**src/rtl/cmp_pkg.sv**
```systemverilog
// cmp_pkg: shared constants, FSM state encoding and id-width helper used by
// cmp_arbiter and its round-robin picker.
package cmp_pkg;

  localparam int WIDTH_DEF = 32;
  localparam int NREQ_DEF  = 4;

  typedef enum logic [1:0] {
    IDLE = 2'd0,
    CMP  = 2'd1,
    RESP = 2'd2
  } cmp_state_t;

  // Width of a requester index; at least one bit even for tiny NREQ.
  function automatic int cmp_idw(input int n);
    return (n <= 2) ? 1 : $clog2(n);
  endfunction

endpackage

```
**src/rtl/comp_32.sv**
```systemverilog
// comp_32: shared magnitude comparator core (unsigned compare of a and b).
module comp_32 #(
  parameter int WIDTH = 32
) (
  input  logic [WIDTH-1:0] a,
  input  logic [WIDTH-1:0] b,
  output logic             lt,
  output logic             eq,
  output logic             gt
);

  assign lt = (a < b);
  assign eq = (a == b);
  assign gt = (a > b);

endmodule

```
**src/rtl/rr_pick.sv**
```systemverilog
// rr_pick: combinational round-robin search. Starting at ptr and walking
// upward with wrap, the first set bit of valid wins. Produces a one-hot
// grant, the encoded winner id and an any-valid flag.
module rr_pick
  import cmp_pkg::*;
#(
  parameter int NREQ = NREQ_DEF,
  parameter int IDW  = cmp_idw(NREQ)
) (
  input  logic [NREQ-1:0] valid,
  input  logic [IDW-1:0]  ptr,
  output logic [NREQ-1:0] grant,
  output logic [IDW-1:0]  id,
  output logic            any
);

  logic [IDW-1:0] slot;
  logic           hit;
  logic           found;

  // Visit slots ptr, ptr+1, ... (mod NREQ); only the first valid slot is granted.
  always_comb begin
    grant = '0;
    id    = '0;
    found = 1'b0;
    slot  = '0;
    hit   = 1'b0;
    for (int i = 0; i < NREQ; i++) begin
      slot        = IDW'((int'(ptr) + i) % NREQ);
      hit         = valid[slot] & ~found;
      grant[slot] = hit;
      id          = hit ? slot : id;
      found       = found | hit;
    end
    any = found;
  end

endmodule

```
**src/rtl/cmp_arbiter.sv**
```systemverilog
// cmp_arbiter: round-robin arbiter/sequencer sharing one comp_32 among NREQ
// requesters. Grant in IDLE (or on a RESP handshake), compare in CMP, hold
// the tagged result in RESP until the consumer takes it. Accept-to-result
// latency is 2 cycles.
// Optional feature: define CMP_SIGNED_EN to add the per-requester req_signed
// input selecting a two's-complement compare.
module cmp_arbiter
  import cmp_pkg::*;
#(
  parameter  int WIDTH = WIDTH_DEF,
  parameter  int NREQ  = NREQ_DEF,
  localparam int IDW   = cmp_idw(NREQ)
) (
  input  logic                  clk,
  input  logic                  rst_n,
  input  logic [NREQ-1:0]       req_valid,
  input  logic [NREQ*WIDTH-1:0] req_a,
  input  logic [NREQ*WIDTH-1:0] req_b,
`ifdef CMP_SIGNED_EN
  input  logic [NREQ-1:0]       req_signed,
`endif
  output logic [NREQ-1:0]       req_ready,
  output logic                  rsp_valid,
  input  logic                  rsp_ready,
  output logic [IDW-1:0]        rsp_id,
  output logic [WIDTH-1:0]      rsp_lt,
  output logic [WIDTH-1:0]      rsp_eq,
  output logic [WIDTH-1:0]      rsp_gt,
  output logic                  busy
);

  cmp_state_t     state_r;
  cmp_state_t     state_next;

  logic [IDW-1:0] ptr_r;
  logic [IDW-1:0] ptr_inc_s;
  logic [IDW-1:0] pick_ptr_s;
  logic           hs_s;
  logic           take_s;

  logic [NREQ-1:0] pick_grant_s;
  logic [IDW-1:0]  pick_id_s;
  logic            pick_any_s;

  logic [WIDTH-1:0] op_a_r;
  logic [WIDTH-1:0] op_b_r;
  logic [IDW-1:0]   op_id_r;
  logic             sgn_s;

  logic [WIDTH-1:0] cmp_a_s;
  logic [WIDTH-1:0] cmp_b_s;
  logic             cmp_lt_s;
  logic             cmp_eq_s;
  logic             cmp_gt_s;

  logic             res_lt_r;
  logic             res_eq_r;
  logic             res_gt_r;
  logic [IDW-1:0]   rsp_id_r;
  logic             rsp_valid_r;
  logic             busy_r;

  // Result handshake, and the pointer that follows the owner of the result.
  assign hs_s      = (state_r == RESP) && rsp_ready;
  assign ptr_inc_s = (rsp_id_r == IDW'(NREQ - 1)) ? '0 : rsp_id_r + IDW'(1);

  // On a handshake the search already starts from the advanced pointer.
  assign pick_ptr_s = hs_s ? ptr_inc_s : ptr_r;

  rr_pick #(
    .NREQ (NREQ),
    .IDW  (IDW)
  ) u_pick (
    .valid (req_valid),
    .ptr   (pick_ptr_s),
    .grant (pick_grant_s),
    .id    (pick_id_s),
    .any   (pick_any_s)
  );

  // State register.
  always_ff @(posedge clk or negedge rst_n) begin
    if (!rst_n) begin
      state_r <= IDLE;
    end else begin
      state_r <= state_next;
    end
  end

  // Next state and grant decision; grants happen only from IDLE or on a RESP handshake.
  always_comb begin
    state_next = state_r;
    take_s     = 1'b0;
    req_ready  = '0;
    case (state_r)
      IDLE: begin
        if (pick_any_s) begin
          take_s     = 1'b1;
          state_next = CMP;
        end else begin
          state_next = IDLE;
        end
      end
      CMP: begin
        state_next = RESP;
      end
      RESP: begin
        if (rsp_ready) begin
          if (pick_any_s) begin
            take_s     = 1'b1;
            state_next = CMP;
          end else begin
            state_next = IDLE;
          end
        end else begin
          state_next = RESP;
        end
      end
      default: begin
        state_next = IDLE;
      end
    endcase
    // Reset forces the accept strobe low even though state already reads IDLE.
    req_ready = (take_s && rst_n) ? pick_grant_s : '0;
  end

  // Operand capture at grant; the id travels with the operands.
  always_ff @(posedge clk or negedge rst_n) begin
    if (!rst_n) begin
      op_a_r  <= '0;
      op_b_r  <= '0;
      op_id_r <= '0;
    end else if (take_s) begin
      op_a_r  <= req_a[int'(pick_id_s) * WIDTH +: WIDTH];
      op_b_r  <= req_b[int'(pick_id_s) * WIDTH +: WIDTH];
      op_id_r <= pick_id_s;
    end else begin
      op_a_r  <= op_a_r;
      op_b_r  <= op_b_r;
      op_id_r <= op_id_r;
    end
  end

`ifdef CMP_SIGNED_EN
  logic op_sgn_r;

  // Capture the requester's signed-mode bit alongside its operands.
  always_ff @(posedge clk or negedge rst_n) begin
    if (!rst_n) begin
      op_sgn_r <= 1'b0;
    end else if (take_s) begin
      op_sgn_r <= req_signed[pick_id_s];
    end else begin
      op_sgn_r <= op_sgn_r;
    end
  end

  assign sgn_s = op_sgn_r;
`else
  assign sgn_s = 1'b0;
`endif

  // Flipping both sign bits maps two's-complement order onto unsigned order.
  assign cmp_a_s = op_a_r ^ {sgn_s, {(WIDTH-1){1'b0}}};
  assign cmp_b_s = op_b_r ^ {sgn_s, {(WIDTH-1){1'b0}}};

  comp_32 #(
    .WIDTH (WIDTH)
  ) u_comp (
    .a  (cmp_a_s),
    .b  (cmp_b_s),
    .lt (cmp_lt_s),
    .eq (cmp_eq_s),
    .gt (cmp_gt_s)
  );

  // Result capture in CMP; values then stay frozen through RESP and beyond.
  always_ff @(posedge clk or negedge rst_n) begin
    if (!rst_n) begin
      res_lt_r <= 1'b0;
      res_eq_r <= 1'b0;
      res_gt_r <= 1'b0;
      rsp_id_r <= '0;
    end else if (state_r == CMP) begin
      res_lt_r <= cmp_lt_s;
      res_eq_r <= cmp_eq_s;
      res_gt_r <= cmp_gt_s;
      rsp_id_r <= op_id_r;
    end else begin
      res_lt_r <= res_lt_r;
      res_eq_r <= res_eq_r;
      res_gt_r <= res_gt_r;
      rsp_id_r <= rsp_id_r;
    end
  end

  // Pointer advances to just past the owner of the result on each handshake.
  always_ff @(posedge clk or negedge rst_n) begin
    if (!rst_n) begin
      ptr_r <= '0;
    end else if (hs_s) begin
      ptr_r <= ptr_inc_s;
    end else begin
      ptr_r <= ptr_r;
    end
  end

  // Status flags registered from the next state so they leave the block as flops.
  always_ff @(posedge clk or negedge rst_n) begin
    if (!rst_n) begin
      rsp_valid_r <= 1'b0;
      busy_r      <= 1'b0;
    end else begin
      rsp_valid_r <= (state_next == RESP);
      busy_r      <= (state_next != IDLE);
    end
  end

  assign rsp_valid = rsp_valid_r;
  assign rsp_id    = rsp_id_r;
  assign rsp_lt    = {{(WIDTH-1){1'b0}}, res_lt_r};
  assign rsp_eq    = {{(WIDTH-1){1'b0}}, res_eq_r};
  assign rsp_gt    = {{(WIDTH-1){1'b0}}, res_gt_r};
  assign busy      = busy_r;

endmodule

```
**config.mk**
```make
export PLATFORM = sky130hd
export DESIGN_NAME = cmp_arbiter
export DESIGN_NICKNAME = d
export VERILOG_FILES = /design/src/rtl/cmp_pkg.sv /design/src/rtl/comp_32.sv /design/src/rtl/rr_pick.sv /design/src/rtl/cmp_arbiter.sv
export SDC_FILE = /design/constraint.sdc
export NUM_CORES = 1
export LEC_CHECK = 0
export ABC_AREA = 1
export ABC_CLOCK_PERIOD_IN_PS = 4500
export BUFFER_PORTS_ARGS = -buffer_cell sky130_fd_sc_hd__clkbuf_2
export CAP_MARGIN = 30
export CORE_AREA = 2 2 141 143
export DETAILED_ROUTE_END_ITERATION = 8
export DIE_AREA = 0 0 143 145
export PLACE_DENSITY = 0.7
export SLEW_MARGIN = 30
export SYNTH_ARGS = -nofsm -noshare
export SYNTH_HDL_FRONTEND = slang
export SYNTH_SLANG_ARGS = --single-unit
```
**constraint.sdc**
```tcl
create_clock -name clk -period 4.5 [get_ports clk]
set_clock_uncertainty 0.1 [all_clocks]
set_input_delay 0.45 -clock clk [delete_from_list [all_inputs] [get_ports clk]]
set_output_delay 0.45 -clock clk [all_outputs]
set_load 0.05 [all_outputs]
```
==> out/metrics.cfg, run 1 <==
[logic_synthesis]
synth.largest_area_cell=dfrtp_1
synth-seq-area-share_pct=25.9
avgSynthCellArea_um2=6.47
syn_inst=1150
synthTopCellsByCount=378 x nand2_1, 192 x inv_1, 116 x nand3_1
yosys.cell_types.count=37
synth-main-ff-cell=dfrtp_1
yosysMostFrequentCell=nand2_1
synth_top_area_share_pct=25.9
synth_area_leaders=dfrtp_1 26%, nand2_1 19%, buf_4 11%
async_flop_share_pct=100
synth_edf_count=0
synth_warnings=0
synth-seq-cells=77
syn_area_mm2=0.00744

[sta]
fmax_mhz=250
finalCritPeriodShare_pct=88.8
slew_headroom_pct=51.5
finalSetupTns_ns=0
tightestPinTransition_ns=0.728
final.min_clock_period_ns=4.00
rsz0062_at_grt=no
finalSetupViolCount=0
finalMaxSlewViolations=0
fin_ws_ns=0.504
hold_violations=0

[global_routing]
grt_pass1_vias=7101
overflow=0
grt_max_degree=110
grt_antenna_before_repair=3
grtUsageTotal_pct=20.3
grt_pass1_wl_um=33900

[cells_and_area]
drive_above_1_share_pct=23.4
n_fill_cell=2033
nets=1687
syn_to_final_growth_pct=21.1

[clocking]
ctsResizeCount=0
cts.sinks=77
cts_buffers=9
cts_hold_buf=0
cts_root_buf=clkbuf_16
clock_latency_ns=0.34
cts_tree=yes
clk_pin_slew_ns=0.06
h-tree-depth=3
post_cts_buffers=0
clock_path_buffers=2

[place]
place_ws_ns=0.853
place_congestion=0.833
portBuffers=273
hpwl_um=16800

[worst_setup_path]
cp.required_ns=3.95
cp-startpoint=rsp_id[0]$_DFFE_PN0N_
worstPathArrival_ns=3.45
slowest_delay_ns=0.41
crit_family=simple AND/OR/NAND/NOR gates
cp.buffers_inverters=4
path_class=reg2out
critPathLaunchType=flip-flop
cp-end-kind=output pin
crit_slowest_cell=dfrtp_1
critical_path.cell_chain=ha_1, inv_1, o21ai_1, ha_1, inv_1, nand2_1, nand2_1, nor2_4, nand3_2, nand3_4, inv_1, nand2_1, nor3_1, buf_12
crit_fanout=24
reg2reg_from=rsp_id[0]$_DFFE_PN0N_

[floorplan]
dieArea_mm2=0.0207
start_util_pct=38.7
die_width_um=143
boundaryPins=367
die_y_um=145
core_mm2=0.0192
fp-row-count=51

[job]
drv_cap=0

[drt]
wl_per_cell_um=12.9
routed_wl_um=21300
viasPerCell=4.59
ant_nets=0
vias=7617
first_iter_violations=375
dr.pass1.iters=7
drc=0

[pwr]
p_leak_nw=5.49
p_per_area_mw_per_mm2=960
vdd_drop_max_mv=0.734

[status]
status=complete, no violations

[min_path]
min_path_type=in2async

logic make-up after synthesis:
| family | Yosys count | share of synthesized area, % |
|---|---|---|
| AND/OR/NAND/NOR | 594 | 35.7 |
| buffers and inverters | 346 | 23.6 |
| AO/OA/AOI/OAI | 95 | 8.53 |
| flip-flops | 77 | 25.9 |
| adder cells (fa/ha/maj) | 37 | 6.22 |
| other | 1 | 0.0504 |
metal layers:
metal,vias to the layer above,routed length [um],track usage (%)
met5,-,13,0
met3,23,1180,3.40
met1,3436,8640,24.4
met2,237,11200,37.1
li1,3919,-,-
met4,2,268,4.80
sequential cells by signal, summed over array words and instances, names as in the netlist:
signal	cells
op_id_r	2
cmp_a_s	32
ptr_r	2
state_r	2
rsp_valid	1
rsp_id	2
res_eq_r	1
cmp_b_s	32
res_gt_r	1
res_lt_r	1
busy	1
through the flow:
step	power (mW)	utilization [%]	cells	instance area [um^2]	hold slack, ns
after floorplan	6.50	-	1242	7780	0.0544
after global placement	7.70	44.9	1639	8620	0.364
after detailed placement	7.95	45.2	1641	8680	0.365
after CTS	8.78	46.9	1657	9000	0.203
after global routing	9.65	46.9	1659	9010	0.221
final	8.65	46.9	1659	9010	0.159
cells in the final DEF (no fill, tap or decap), drive strengths merged, types with 2 or more instances in the layout:
master	count
nand2	386
clkbuf	277
inv	198
nand3	121
conb	93
dfrtp	77
o211ai	47
nand4	42
ha	37
or2	22
a21oi	20
nor2	17
buf	16
o21ai	14
nor3	6
a31oi	4
o221ai	3
diode	2
a211oi	2
bufinv	2
clkinvlp	2
power breakdown:
group | switching, mW | internal (mW) | total [mW]
clock | 0.305 | 0.488 | 0.793
sequential | 0.219 | 1.10 | 1.32
combinational | 4.37 | 2.16 | 6.53
total | 4.89 | 3.75 | 8.65
path summary, 6_finish.rpt:
kind	cells past startpoint	slack [ns]	endpoint
min in group clk	3	0.28	cmp_b_s[30]$_DFFE_PN0P_
max	14	0.50	req_ready[3]
max reg2reg	15	0.90	cmp_b_s[7]$_DFFE_PN0P_
min	2	0.16	busy$_DFF_PN0_
max in group asynchronous	2	3.62	cmp_b_s[27]$_DFFE_PN0P_
min reg2reg	2	0.38	rsp_id[0]$_DFFE_PN0N_
layout make-up:
cell class	count	area, um^2	share of cell area (%)
inverter	196	736	8.17
multi-input combinational	819	4100	45.6
tap	265	332	3.68
clock buffer	9	225	2.50
antenna	2	5.00	0.0556
sequential	77	1930	21.4
timing repair buffer	284	1580	17.5
clock inverter	7	97.6	1.08
Note: power is estimated with default switching activity, not from simulation.
==> inputs of run 2 (changes only) <==
--- a/constraint.sdc
+++ b/constraint.sdc
@@ -4,2 +4,2 @@
 set_output_delay 0.45 -clock clk [all_outputs]
-set_load 0.05 [all_outputs]
+set_load 0.005 [all_outputs]
==> out/metrics.cfg, run 2 (synthesis results as in run 1) <==
[status]
status=complete, no violations

[worst_setup_path]
crit_family=simple AND/OR/NAND/NOR gates
cp.required_ns=3.95
crit_slowest_cell=dfrtp_1
path_class=reg2out
critPathLaunchType=flip-flop
cp.buffers_inverters=4
cp-end-kind=output pin
slowest_delay_ns=0.41
critical_path.cell_chain=ha_1, inv_1, o21ai_1, ha_1, inv_1, nand2_1, nand2_1, nor2_4, nand3_2, nand3_4, inv_1, nand2_1, nor3_1, clkbuf_2
crit_fanout=20
worstPathArrival_ns=3.29

[drt]
wl_per_cell_um=12.9
dr.pass1.iters=4
drc=0
viasPerCell=4.61
routed_wl_um=21300
vias=7642
first_iter_violations=359
ant_nets=0

[sta]
final.min_clock_period_ns=3.84
finalSetupTns_ns=0
finalSetupViolCount=0
hold_violations=0
tightestPinTransition_ns=0.746
finalCritPeriodShare_pct=85.4
fin_ws_ns=0.659
fmax_mhz=260
finalMaxSlewViolations=0
rsz0062_at_grt=no
slew_headroom_pct=50.2

[place]
hpwl_um=16500
place_ws_ns=0.971
place_congestion=0.849
dp_cells=1640
portBuffers=273
placed_cell_area_mm2=0.00858

[cells_and_area]
final_cell_mix=378 x nand2_1, 272 x clkbuf_2, 192 x inv_1
fin_cells=1656
syn_to_final_growth_pct=19.7
final_common_cell=nand2_1
nets=1686
drive_above_1_share_pct=23.3
final_area_mm2=0.00890

[global_routing]
overflow=0
grt_pass1_vias=7106
grtUsageTotal_pct=20.2
grt_pass1_wl_um=33700
grt_antenna_before_repair=2
grt_max_degree=109

[pwr]
vdd_drop_max_mv=0.661
power.total_mw=8.16
p_int_mw=3.62
combPwrFrac_pct=74.0
p_per_area_mw_per_mm2=916
switching_share_pct=55.6
power_frac_seq_pct=16.3
power_frac_clock_pct=9.7
p_leak_nw=5.47
netSwitchingPower_mw=4.53

[floorplan]
start_util_pct=38.7
die_y_um=145
boundaryPins=367
core_mm2=0.0192
dieArea_mm2=0.0207
fp-row-count=51
die_width_um=143

[min_path]
min_path_type=in2async

[clocking]
clock_path_buffers=2
clock_latency_ns=0.34
cts_root_buf=clkbuf_16
ctsResizeCount=0
h-tree-depth=3
cts_buffers=9
cts_tree=yes
cts.sinks=77
cts_hold_buf=0
post_cts_buffers=0
clk_pin_slew_ns=0.06

[job]
drv_cap=0

run 2: cell type report:
| cell class | count | area, um^2 |
|---|---|---|
| Antenna cell | 1 | 2.50 |
| Multi-Input combinational cell | 819 | 4100 |
| Timing Repair Buffer | 283 | 1480 |
| Fill cell | 2020 | 10300 |
| Clock inverter | 5 | 85.1 |
| Clock buffer | 10 | 239 |
| Tap cell | 265 | 332 |
| Sequential cell | 77 | 1930 |
| Inverter | 196 | 736 |
run 2: worst register-to-register path, cell delays in order (launching register included):
cell     delay [ns]
dfrtp_1        0.41
ha_1           0.29
inv_1          0.04
o21ai_1        0.40
ha_1           0.36
inv_1          0.15
nand2_1        0.07
nand2_1        0.13
nor2_4         0.06
nand3_2        0.09
buf_4          0.37
nand3_4        0.17
buf_12         0.22
or2_2          0.45
nand3_1        0.08
nand3_1        0.06
run 2: worst paths after layout:
| check | from | cells past startpoint | slack, ns | end |
|---|---|---|---|---|
| hold reg to reg | cmp_b_s[6]$_DFFE_PN0P_ | 2 | 0.38 | cmp_b_s[6]$_DFFE_PN0P_ |
| hold / removal | rst_n | 2 | 0.15 | ptr_r[0]$_DFF_PN0_ |
| setup reg to reg | rsp_id[0]$_DFFE_PN0N_ | 15 | 0.93 | cmp_b_s[7]$_DFFE_PN0P_ |
| max in group asynchronous | rst_n | 2 | 3.60 | cmp_b_s[20]$_DFFE_PN0P_ |
| min in group clk | req_b[124] | 3 | 0.28 | cmp_b_s[28]$_DFFE_PN0P_ |
| setup / recovery | rsp_id[0]$_DFFE_PN0N_ | 14 | 0.66 | req_ready[3] |
run 2: routing by layer:
metal | GRT usage (%) | routed length, um | vias up
met5 | 0 | 16 | -
met1 | 24.4 | 8930 | 3478
met3 | 4.03 | 1050 | 30
met4 | 5.15 | 367 | 2
li1 | - | - | 3907
met2 | 36.4 | 11000 | 225
run 2: power by group through the flow:
stage | clock network, mW | registers [mW] | logic (mW)
6_report | 0.794 | 1.33 | 6.03
5_1_grt | 0.841 | 1.37 | 6.92
4_1_cts | 0.815 | 1.33 | 6.15
3_5_place_dp | 0 | 1.33 | 6.12
3_3_place_gp | 0 | 1.33 | 5.96
2_1_floorplan | 0 | 1.26 | 4.92
run 2: per-stage QoR:
step	util (%)	hold slack [ns]
3_5_place_dp	44.7	0.368
4_1_cts	46.3	0.201
2_1_floorplan	-	0.0544
5_1_grt	46.4	0.243
3_3_place_gp	44.5	0.365
6_report	46.4	0.151
